### src/rtl/down_counter_4_bit.sv
// Loadable down counter / interval timer with one-cycle terminal-count pulse
// and optional auto-reload for periodic tick generation.
module down_counter_4_bit #(
  parameter int WIDTH = 4
) (
  input  logic             clk,
  input  logic             reset,
  input  logic             set,
  input  logic [WIDTH-1:0] in,
  input  logic             en,
  input  logic             reload_mode,
  output logic [WIDTH-1:0] out,
  output logic             tc,
  output logic             busy
);

  typedef enum logic [1:0] {IDLE, RUN, DONE} state_t;

  state_t           state_q, state_d;
  logic [WIDTH-1:0] out_q, out_d;
  logic [WIDTH-1:0] reload_val_q, reload_val_d;
  logic             tc_q, tc_d;
  logic             busy_q, busy_d;

  always_comb begin
    state_d      = state_q;
    out_d        = out_q;
    reload_val_d = reload_val_q;
    tc_d         = 1'b0;
    if (set) begin
      // A zero load parks in IDLE so it can never expire.
      out_d        = in;
      reload_val_d = in;
      state_d      = (in != '0) ? RUN : IDLE;
    end else if (state_q == RUN && en) begin
      if (out_q > WIDTH'(1)) begin
        out_d = out_q - WIDTH'(1);
      end else begin
        tc_d = 1'b1;
        if (reload_mode) begin
          out_d = reload_val_q;
        end else begin
          out_d   = '0;
          state_d = DONE;
        end
      end
    end
    busy_d = (state_d == RUN);
  end

  always_ff @(posedge clk or posedge reset) begin
    if (reset) begin
      state_q      <= IDLE;
      out_q        <= '0;
      reload_val_q <= '0;
      tc_q         <= 1'b0;
      busy_q       <= 1'b0;
    end else begin
      state_q      <= state_d;
      out_q        <= out_d;
      reload_val_q <= reload_val_d;
      tc_q         <= tc_d;
      busy_q       <= busy_d;
    end
  end

  assign out  = out_q;
  assign tc   = tc_q;
  assign busy = busy_q;

endmodule
### config.mk
export PLATFORM = sky130hd
export DESIGN_NAME = down_counter_4_bit
export DESIGN_NICKNAME = d
export VERILOG_FILES = /design/src/rtl/down_counter_4_bit.sv
export SDC_FILE = /design/constraint.sdc
export NUM_CORES = 1
export LEC_CHECK = 0
export CAP_MARGIN = 20
export CELL_PAD_IN_SITES_DETAIL_PLACEMENT = 1
export CELL_PAD_IN_SITES_GLOBAL_PLACEMENT = 1
export CORE_UTILIZATION = 30
export DETAILED_ROUTE_END_ITERATION = 7
export PLACE_DENSITY_LB_ADDON = 0.1
export SLEW_MARGIN = 10
export SYNTH_ARGS = -nofsm -noshare
export SYNTH_HDL_FRONTEND = slang
export SYNTH_SLANG_ARGS = --single-unit
export TNS_END_PERCENT = 30
### constraint.sdc
create_clock -name clk -period 1.6 [get_ports clk]
set_input_delay 0.32 -clock clk [delete_from_list [all_inputs] [get_ports clk]]
set_output_delay 0.32 -clock clk [all_outputs]
set_load 0.005 [all_outputs]
==> reports/results.txt <==
status - finished, violations left
failing checks - setup timing
die height - 48.75 um
dpl hpwl - 1241 um
core footprint - 2002 um2
CP startpoint kind - flip-flop
Design Area, Final - 1028 um2
Max Transition Viols Final - 0
gate family responsible for the most delay along the worst path - flip-flops
Setup Viol. Count Final - 1
vias in the first global route - 644
Comb pwr share - 33.4%
worst-margin pin slew - 483.4 ps
switching power - 0.0002740 W
part of the Yosys area used for sequential elements - 45.80%
IO Port Bufs - 14
Fin Setup TNS - -60.54 ps
mux cell area share after synthesis - 4.962%
Routability Congestion - 0.7774
syn nets - 76
die width - 48.75 um
asr flop ratio synth - 100.0%
WL/cell - 14.86 um
Critical Path Source - out[1]
ANT cells - 0
Slew HR - 67.74%
Pre-antenna DRT Iters - 4
antenna violations before repair - 0
Root Buffer - clkbuf_4
Vias per Instance - 4.926
critical path class - reg -> reg
worst min path class - in -> async
CP cell instances - inv_2 > ha_4 > nor2_4 > nor3_4 > mux2_4 > o311ai_4
XOR/XNOR share of the synthesized area - 0%
worst path required time - 1780 ps
CP max FO - 3
Leakage - 0.4920 nW
dpl cell area - 894.6 um2
Synth Area in Simple Gates - 18.51%
EDFF count, synth - 0
Max VDD drop - 0.0004348 V
register bit total from synthesis - 12
Rows - 16
GRT Overall Usage - 15.66%
CP peak stage delay - 400 ps
dominant synthesized flop cell - dfrtp_1
largest net degree at the start of global routing - 13
DRC Markers - 0
Final Hold Viols - 0
synthesis warning total - 0
H-tree Lvls - 1
post-synthesis adder-cell area fraction - 3.817%
fraction of layout cells with a size suffix above 1 - 34.74%
clock buffer count from CTS - 3
Top Ports - 15
first-pass GRT wire length - 2884 um
Pwr Density - 895.4 nW/um2
Synth Cell Area - 655.6 um2
clock skew - 2.201 ps
Slowest-stage cell, CP - dfrtp_1
largest family of logic cells by synthesized area - compound AO/OA/AOI/OAI gates
RSZ-0062 raised after global routing - yes
synth-to-layout area growth - 56.87%
period utilisation layout - 103.8%
Initial Util - 32.75%
grt ovf - 0
CTS max path bufs - 2
DRT Wirelength - 1813 um
switch share - 29.76%
DRT antenna net count - 0
Fmax - 602.2 MHz
Worst Path Arrival - 1840 ps
sequential fraction of design power - 39.6%
Cell variety after synth - 29
Clock transition at path regs - 80 ps
hold-fix buffers at CTS - 0
max_cap viols - 0
worst setup margin - -60.54 ps
Die ar. - 2377 um2
routed vias - 601
DRT iter0 DRCs - 11
Final #Nets - 107
Worst R2R Start - out[1]
CTS tree - built
Clock Latency Late Sink - 270 ps
Compound-Gate Fraction of Synth Area - 20.80%
share of total power in the clock network - 27.0%
CP Buf/Inv Count - 1
number of clock sinks - 12
Syn Area/Cell - 10.09 um2
internal cell power - 0.0006469 W
Synth Instances - 65
CP endpoint kind - flip-flop
fin crit period - 1661 ps
cell type report:
class / instances / area [um2]
inverter: 8 / 30.03
fill: 225 / 973.4
tap: 27 / 33.78
timing repair buffer: 28 / 255.2
sequential: 12 / 304.0
multi-input combinational: 43 / 369.1
clock buffer: 4 / 36.28
power groups by stage:
stage                     Clock, W  Sequential, W  Combinational, W
after floorplan                  0       0.000361          0.000122
after global placement           0       0.000363          0.000239
after detailed placement         0       0.000365          0.000239
after CTS                 0.000253       0.000362          0.000245
after global routing      0.000279       0.000371          0.000333
final                     0.000249       0.000365          0.000307
sequential cells by signal, summed over array words and instances, names as in the netlist:
signal	flops
busy	1
out	4
reload_val_q	4
state_q	2
tc	1
metrics by stage:
stage | hold slack, ps | total power, W | worst slack [ps] | util, % | cells
after floorplan | 184.7 | 0.0004830 | 32.01 | - | 65
after CTS | 399.6 | 0.0008594 | -46.33 | 47.06 | 118
after global placement | 499.0 | 0.0006014 | -70.38 | 44.69 | 114
final | 369.3 | 0.0009210 | -60.54 | 51.38 | 122
after global routing | 432.1 | 0.0009830 | -114.8 | 51.38 | 122
after detailed placement | 506.8 | 0.0006035 | -84.35 | 44.69 | 114
metal layers:
layer	vias up	global-route usage (%)	part of all wire, %	wire, um
met1	290	20.79	48	867
met3	0	2.830	4.1	74
met4	0	4.412	0	0
met2	17	25.93	48	872
li1	294	-	-	-
met5	-	0	0	0
worst reg2reg max path, stage by stage (launching register included):
cell and delay (ps):
dfrtp_1 400, inv_2 120, ha_4 160, nor2_4 50, nor3_4 270, mux2_4 350
o311ai_4 230
cell families after synthesis:
logic type | after synthesis
AO/OA/AOI/OAI | 18
adder cells (fa/ha/maj) | 2
buffers and inverters | 10
flip-flops | 12
multiplexers | 3
AND/OR/NAND/NOR | 20
cell usage in the layout (no fill, tap or decap), drive strengths merged, types with 2 or more instances in the layout:
cell type | Yosys | layout
or3 | 2 | 2
dfrtp | 12 | 12
mux2 | 2 | 2
clkdlybuf4s50 | 0 | 10
nand2 | 7 | 7
o31ai | 2 | 2
ha | 2 | 2
clkbuf | 0 | 4
nor3 | 5 | 5
nand2b | 2 | 2
inv | 8 | 8
buf | 2 | 14
dlymetal6s2s | 0 | 4
o21ai | 6 | 6
cells in the mapped netlist, types with 2 or more instances:
cell | instances | share of area (%)
buf_2 | 2 | 1.5
o21ai_0 | 6 | 4.6
nor3_2 | 2 | 3.1
inv_1 | 8 | 4.6
mux2_2 | 2 | 3.4
nand2_1 | 7 | 4.0
nand2b_1 | 2 | 1.9
ha_1 | 2 | 3.8
dfrtp_1 | 12 | 46
nor3_1 | 3 | 2.3
final timing paths:
path / end / slack, ps / depth (start not counted)
max: out[1] / -60 / 6
min: reload_val_q[2] / 370 / 2
max reg2reg: out[1] / -60 / 6
min reg2reg: busy / 510 / 1
max in group asynchronous: out[3] / 880 / 2
min in group clk: busy / 510 / 1
repair_timing:
item,4_1_cts,5_1_grt
buffers inserted,0,4
pin swaps,0,4
endpoints found under the setup margin,4,9
gates resized for setup,4,14
Note: power is estimated with default switching activity, not from simulation.
